$ cat src/rtl/spi_master_param_if.sv
// CPU-side load/in/out bus plus SPI pins for spi_master_param.
// The master modport is the controller's view; slave is the CPU/peripheral side.
interface spi_master_param_if;
  logic        CDONE;
  logic        load;
  logic [15:0] in;
  logic        SDI;
  logic        SCK;
  logic        CSX;
  logic        SDO;
  logic [15:0] out;

  modport master (
    input  CDONE, load, in, SDI,
    output SCK, CSX, SDO, out
  );

  modport slave (
    output CDONE, load, in, SDI,
    input  SCK, CSX, SDO, out
  );
endinterface

$ cat src/rtl/spi_master_param.sv
// Full-duplex SPI master with WIDTH-bit transfers, DIV-cycle SCK half-periods and fixed CPOL/CPHA.
// Memory-mapped view: load/in starts a transfer or deasserts CSX; out[15] is busy.
module spi_master_param #(
  parameter int WIDTH = 8,
  parameter int DIV   = 1,
  parameter bit CPOL  = 1'b0,
  parameter bit CPHA  = 1'b0
) (
  input  logic clk,
  input  logic rst_n,
  spi_master_param_if.master bus
);
  typedef enum logic [1:0] {IDLE, LEAD, TRAIL} state_t;

  state_t           state_reg, state_next;
  logic [WIDTH-1:0] tx_reg, tx_next;
  logic [WIDTH-1:0] rx_reg, rx_next;
  logic [WIDTH-1:0] rx_data_reg, rx_data_next;
  logic [3:0]       bit_cnt_reg, bit_cnt_next;
  logic [7:0]       div_cnt_reg, div_cnt_next;
  logic             sck_reg, sck_next;
  logic             csx_reg, csx_next;
  logic             sdo_reg, sdo_next;

  logic             busy;
  logic             edge_hit;
  logic [WIDTH:0]   rx_shift;
  logic [WIDTH-1:0] tx_shift;
  logic [15:0]      out_word;
  logic             unused_bits;

  assign busy        = (state_reg != IDLE);
  assign edge_hit    = (div_cnt_reg == 8'(DIV - 1));
  assign rx_shift    = {rx_reg, bus.SDI};
  assign tx_shift    = tx_reg << 1;
  assign unused_bits = ^{bus.in, rx_shift[WIDTH]};

  always_ff @(posedge clk or negedge rst_n) begin
    if (!rst_n) begin
      state_reg   <= IDLE;
      tx_reg      <= '0;
      rx_reg      <= '0;
      rx_data_reg <= '0;
      bit_cnt_reg <= '0;
      div_cnt_reg <= '0;
      sck_reg     <= CPOL;
      csx_reg     <= 1'b1;
      sdo_reg     <= 1'b0;
    end else begin
      state_reg   <= state_next;
      tx_reg      <= tx_next;
      rx_reg      <= rx_next;
      rx_data_reg <= rx_data_next;
      bit_cnt_reg <= bit_cnt_next;
      div_cnt_reg <= div_cnt_next;
      sck_reg     <= sck_next;
      csx_reg     <= csx_next;
      sdo_reg     <= sdo_next;
    end
  end

  always_comb begin
    state_next   = state_reg;
    tx_next      = tx_reg;
    rx_next      = rx_reg;
    rx_data_next = rx_data_reg;
    bit_cnt_next = bit_cnt_reg;
    div_cnt_next = div_cnt_reg;
    sck_next     = sck_reg;
    csx_next     = csx_reg;
    sdo_next     = sdo_reg;

    case (state_reg)
      IDLE: begin
        if (bus.load) begin
          if (bus.in[14]) begin
            csx_next = 1'b1;
          end else begin
            csx_next     = 1'b0;
            tx_next      = bus.in[WIDTH-1:0];
            bit_cnt_next = '0;
            div_cnt_next = '0;
            state_next   = LEAD;
            if (!CPHA) sdo_next = bus.in[WIDTH-1];
          end
        end
      end
      LEAD: begin
        div_cnt_next = edge_hit ? 8'd0 : div_cnt_reg + 8'd1;
        if (edge_hit) begin
          sck_next   = ~sck_reg;
          state_next = TRAIL;
          if (!CPHA) begin
            rx_next = rx_shift[WIDTH-1:0];
          end else begin
            sdo_next = tx_reg[WIDTH-1];
            tx_next  = tx_shift;
          end
        end
      end
      TRAIL: begin
        div_cnt_next = edge_hit ? 8'd0 : div_cnt_reg + 8'd1;
        if (edge_hit) begin
          sck_next     = ~sck_reg;
          bit_cnt_next = bit_cnt_reg + 4'd1;
          state_next   = LEAD;
          if (!CPHA) begin
            tx_next  = tx_shift;
            sdo_next = tx_shift[WIDTH-1];
          end else begin
            rx_next = rx_shift[WIDTH-1:0];
          end
          // Last trailing edge: publish the word and park SCK/SDO at idle levels.
          if (bit_cnt_reg == 4'(WIDTH - 1)) begin
            state_next   = IDLE;
            sck_next     = CPOL;
            sdo_next     = 1'b0;
            bit_cnt_next = '0;
            rx_data_next = CPHA ? rx_shift[WIDTH-1:0] : rx_reg;
          end
        end
      end
      default: state_next = IDLE;
    endcase
  end

  always_comb begin
    out_word              = '0;
    out_word[WIDTH-1:0]   = rx_data_reg;
    out_word[15]          = busy;
  end

  assign bus.out = out_word;
  assign bus.SCK = sck_reg;
  assign bus.CSX = csx_reg | ~bus.CDONE;
  assign bus.SDO = sdo_reg;
endmodule

$ cat src/flat_wrapper.sv
// flat-port wrapper written by rule: the top's interface ports become plain ports
module spi_master_param_flat 
#(
  parameter int WIDTH = 8,
  parameter int DIV   = 1,
  parameter bit CPOL  = 1'b0,
  parameter bit CPHA  = 1'b0
)
  (clk, rst_n, bus_CDONE, bus_load, bus_in, bus_SDI, bus_SCK, bus_CSX, bus_SDO, bus_out);
  spi_master_param_if bus_i ();
  input  logic clk;
  input  logic rst_n;
  input wire logic [$bits(bus_i.CDONE)-1:0] bus_CDONE;
  input wire logic [$bits(bus_i.load)-1:0] bus_load;
  input wire logic [$bits(bus_i.in)-1:0] bus_in;
  input wire logic [$bits(bus_i.SDI)-1:0] bus_SDI;
  output wire logic [$bits(bus_i.SCK)-1:0] bus_SCK;
  output wire logic [$bits(bus_i.CSX)-1:0] bus_CSX;
  output wire logic [$bits(bus_i.SDO)-1:0] bus_SDO;
  output wire logic [$bits(bus_i.out)-1:0] bus_out;
  assign bus_i.CDONE = bus_CDONE;
  assign bus_i.load = bus_load;
  assign bus_i.in = bus_in;
  assign bus_i.SDI = bus_SDI;
  assign bus_SCK = bus_i.SCK;
  assign bus_CSX = bus_i.CSX;
  assign bus_SDO = bus_i.SDO;
  assign bus_out = bus_i.out;
  spi_master_param #(.WIDTH(WIDTH), .DIV(DIV), .CPOL(CPOL), .CPHA(CPHA)) u_core (.clk(clk), .rst_n(rst_n), .bus(bus_i));
endmodule
$ cat config.mk
export PLATFORM = sky130hd
export DESIGN_NAME = spi_master_param_flat
export DESIGN_NICKNAME = d
export VERILOG_FILES = /design/src/rtl/spi_master_param_if.sv /design/src/rtl/spi_master_param.sv /design/src/flat_wrapper.sv
export SDC_FILE = /design/constraint.sdc
export NUM_CORES = 1
export LEC_CHECK = 0
export CORE_ASPECT_RATIO = 0.75
export CORE_MARGIN = 5
export CORE_UTILIZATION = 56
export CTS_CLUSTER_SIZE = 20
export DETAILED_ROUTE_END_ITERATION = 8
export PLACE_DENSITY = 0.9
export SLEW_MARGIN = 10
export SYNTH_ARGS = -nofsm -noshare
export SYNTH_HDL_FRONTEND = slang
export SYNTH_SLANG_ARGS = --single-unit
$ cat constraint.sdc
create_clock -name clk -period 4.2 [get_ports clk]
set_input_delay 0.84 -clock clk [delete_from_list [all_inputs] [get_ports clk]]
set_output_delay 0.84 -clock clk [all_outputs]
set_load 0.005 [all_outputs]
-- Word-level counts from Yosys, hierarchy flattened
Cells that the tools add are included.
- bits in registers: 40
- input bits: 21
- output and inout port bits: 19
- logic and storage cells: 64
- $add $sub $neg: 2
- eq/ne operators: 7
- mux-type cells: 29
- bitwise logic cells: 3
- reduce and logical (&&, ||, !) cells: 14
- operators by type and width (operator ; count):
    $mux 8 ; 3
    $mux 7 ; 3
    $mux 4 ; 4
    $pmux 8 s2 ; 1
    $pmux 7 s2 ; 1
    $mux 1 ; 9
    $reduce_and 3->1 ; 3
    $add 8x1->8 const B ; 1
    $logic_not 8->1 ; 1
    $mux 2 ; 4
    $pmux 4 s2 ; 1
    $reduce_and 4->1 ; 2
    $reduce_bool 2->1 ; 4
    $pmux 2 s3 ; 1
    $add 4x1->4 const B ; 1
    $eq 4x3->1 const B ; 1
    $ne 2x1->1 const B ; 2
    $ne 2x2->1 const B ; 2
    $pmux 1 s2 ; 2
    $reduce_and 2->1 ; 2
    $eq 2x1->1 const B ; 1
    $eq 2x2->1 const B ; 1
    $logic_not 2->1 ; 1
    $not 1->1 ; 2
    2 further kinds ; 2

-- Depth between registers and ports, before layout
- depth in word-level cells: 4
- mapped depth: 7
- depth with buffers taken out: 6

-- Worst setup path before layout
Ideal clock, no wire load.
- kind: in2reg
- start point: input port bus_in[14]
- end point: register u_core.sdo_reg (netlist: u_core.bus.SDO)
- library setup time: 125 ps
- arrival: 1885 ps
- required time: 4075 ps
- path slack: 2190 ps
- stages on the path: 5
- path buffers: 1
- cells stage by stage: nand2b_1 > buf_2 > a21o_1 > a21oi_4 > mux2_2
- cells in the longest elaborated chain, start to end: 2
- ends and longest elaborated chain (item ; line ; text):
    start: declaration ; flat_wrapper.sv:15 ; input wire logic [$bits(bus_i.in)-1:0] bus_in;
    $ne 2x2->1 (no line) ; n/a ;
    $reduce_and 4->1 (no line) ; n/a ;
    end signal: assignment ; spi_master_param.sv:58 ; sdo_reg <= sdo_next;
    end: declaration ; spi_master_param.sv:23 ; logic sdo_reg, sdo_next;
No other way between the ends.
A chain may end at the register's enable or synchronous reset.

-- Final worst setup path
- start point: register u_core.state_reg[0]
- end point: output port bus_out[15]
- cells in the longest elaborated chain, start to end: 1
- ends and longest elaborated chain (item ; line ; text):
    start: declaration ; spi_master_param.sv:15 ; state_t state_reg, state_next;
    start signal: assignment ; spi_master_param.sv:50 ; state_reg <= state_next;
    $reduce_bool 2->1 ; spi_master_param.sv:32 ; assign busy = (state_reg != IDLE);
    end: declaration ; flat_wrapper.sv:20 ; output wire logic [$bits(bus_i.out)-1:0] bus_out;
No other way between the ends.

==> flow_metrics.py <==
metrics = {
    "hold_path": {
        "hp-class": "reg2reg",
    },
    "synth": {
        "synth_edf_count": 0,
        "yosys_warnings": 0,
        "syn_area_sq_um": 2120,
        "async_flop_share": 1.00,
        "synth_cell_types": 41,
        "synth_area_leaders": "dfrtp_1 46%, mux2_2 16%, ha_1 4.1%, buf_4 2.8%, a21oi_1 2.1%",
        "synth_area_leader_cell": "dfrtp_1",
        "syn-instance-count": 189,
        "avgSynthCellArea_sq_um": 11.2,
        "ys.flop_type": "dfrtp_1",
        "ys_seq_area_frac": 0.473,
        "ys_seq_elements": 40,
        "yosysTopAreaCellShare": 0.461,
    },
    "run": {
        "cap_viol_max_count": 0,
    },
    "floorplan": {
        "die_x_microns": 81.0,
        "die-area_sq_um": 5120,
        "initial_core_util": 0.578,
        "num_rows": 19,
        "die_y_microns": 63.2,
        "pin_count": 40,
        "core_area_sq_um": 3660,
    },
    "placed_design": {
        "gp_congestion": 0.795,
        "place_inst": 258,
        "placed_area_sq_um": 2360,
        "port_buffers": 25,
        "dpl.hpwl_microns": 2730,
    },
    "finish": {
        "fill_cells": 268,
        "final_cells": 265,
        "final_area_sq_um": 2490,
        "final_nets": 241,
        "drive_above_1_share": 0.221,
        "diodes": 0,
        "area_growth_pct": 17.6,
    },
    "sta": {
        "timing.slew.headroom": 0.409,
        "finalCriticalPeriod_ns": 2.67,
        "worst_slew_pin_slew_ns": 0.886,
        "finClkSkew_ns": 0.00596,
        "fin_crit_sh": 0.637,
        "fmax_ghz": 0.374,
        "hold_violations": 0,
        "fin_setup_tns_ns": 0,
        "maxSlewViolCount": 0,
        "hold_ws_ns": 0.507,
        "setup_viol": 0,
        "rsz0062_at_grt": "false",
    },
    "route": {
        "drtIter0Drc": 101,
        "vias": 1455,
        "drt_wl_total_microns": 3950,
        "via_per_inst": 5.49,
        "drtPass1Iterations": 4,
        "drc": 0,
        "ant_nets": 0,
        "wire_per_inst_microns": 14.9,
    },
    "global_routing": {
        "antenna_found_initial": 0,
        "grt_util_all_layers": 0.178,
        "grt_overflow": 0,
        "grt_pass1_vias": 1545,
        "grt_max_degree": 41,
        "grt_pass1_wl_microns": 7120,
    },
    "cts": {
        "cts_buffers": 5,
        "ctsHoldBuffers": 0,
        "ctsResizeCount": 0,
        "clk_pin_slew_ns": 0.08,
        "cts_buffer_depth": 2,
        "cts_sinks": 40,
        "clock_latency_ns": 0.30,
        "post_cts_buffers": 0,
        "cts_tree": "yes",
        "root_buffer": "clkbuf_8",
        "htreeDepth": 2,
    },
    "pwr": {
        "peakVddDrop_mv": 0.395,
        "p_leak_nw": 1.07,
        "power_mw": 1.60,
        "powerDensity_nw_per_um2": 641,
    },
    "critical_path": {
        "path_max_fanout": 13,
        "cp.required_ns": 3.36,
        "crit_type": "reg2out",
        "endpoint_kind": "output pin",
        "cp_data_arrival_time_ns": 1.83,
        "cp-start-kind": "register",
    },
    "run_status": {
        "status": "finished clean",
    },
}
==> worst max-delay path, cell delays in order, from the launching register on <==
cell and delay (ns):
dfrtp_1 0.42, inv_1 0.09, ha_1 0.41, inv_1 0.14, clkdlybuf4s50_1 0.48
==> layout by cell type (no fill, tap or decap), types with 7 or more instances in the layout <==
cell and count:
a21oi_1 9, clkdlybuf4s50_1 24, conb_1 7, dfrtp_1 39
ha_1 7, inv_1 10, mux2_2 31, nand2_1 11
nor2_1 10, o21ai_0 8
==> layer usage <==
layer | share of wire | vias to the layer above | track usage
li1 | - | 698 | -
met1 | 0.45 | 706 | 0.231
met2 | 0.48 | 43 | 0.285
met3 | 0.052 | 8 | 0.0399
met4 | 0.018 | 0 | 0.0738
met5 | 0 | - | 0
==> per-stage QoR <==
| step | util | worst slack (ns) |
|---|---|---|
| floorplan | - | 2.19 |
| global placement | 0.645 | 1.53 |
| detailed placement | 0.645 | 1.51 |
| CTS | 0.680 | 1.51 |
| global route | 0.680 | 1.40 |
| finish | 0.680 | 1.53 |
==> Yosys cell counts, drive strengths merged (2+ instances only) <==
cell    instances
nand3           6
nand2          13
o21ai           8
a211oi          5
nand2b          2
nand3b          4
dfrtp          39
xnor2           5
ha              7
buf            12
clkbuf          3
mux2           31
nand4           2
nor3            2
and2            2
or3             3
nor2b           2
inv            10
a21oi          10
nor2           10
==> path summary, 6_finish.rpt <==
| check | from | endpoint | slack [ns] | cells past startpoint |
|---|---|---|---|---|
| max | u_core.state_reg[0] | bus_out[15] | 1.53 | 4 |
| min | u_core.rx_data_reg[5] | u_core.rx_data_reg[5] | 0.51 | 1 |
| max reg2reg | u_core.div_cnt_reg[0] | u_core.rx_data_reg[2] | 2.17 | 6 |
| min reg2reg | u_core.rx_data_reg[5] | u_core.rx_data_reg[5] | 0.51 | 1 |
| max in group asynchronous | rst_n | u_core.rx_reg[0] | 2.99 | 1 |
| min in group asynchronous | rst_n | u_core.bit_cnt_reg[1] | 0.66 | 1 |
==> logic make-up (layout without fill, tap and decap cells) <==
family                   after synthesis  in the layout  share of synthesized area
AO/OA/AOI/OAI                         31             31                     0.0975
XOR/XNOR                               5              5                     0.0207
adder cells (fa/ha/maj)                7              7                     0.0414
buffers and inverters                 25             43                     0.0638
flip-flops                            40             40                      0.473
multiplexers                          31             31                      0.165
other                                  1              7                    0.00177
AND/OR/NAND/NOR                       49             49                      0.137
==> layout make-up <==
class                      count  area (sq um)  share of cell area
sequential                    40          1000               0.403
multi-input combinational    130          1000               0.403
timing repair buffer          26           253               0.102
clock buffer                   5          68.8              0.0277
tap                           52          65.1              0.0261
clock inverter                 2          60.1              0.0241
inverter                      10          37.5              0.0151
==> report_power, final <==
part,switching (mW),internal (mW)
logic,0.292,0.330
clock network,0.134,0.234
registers,0.0871,0.517
No activity file was read; power rests on OpenSTA's default activity.
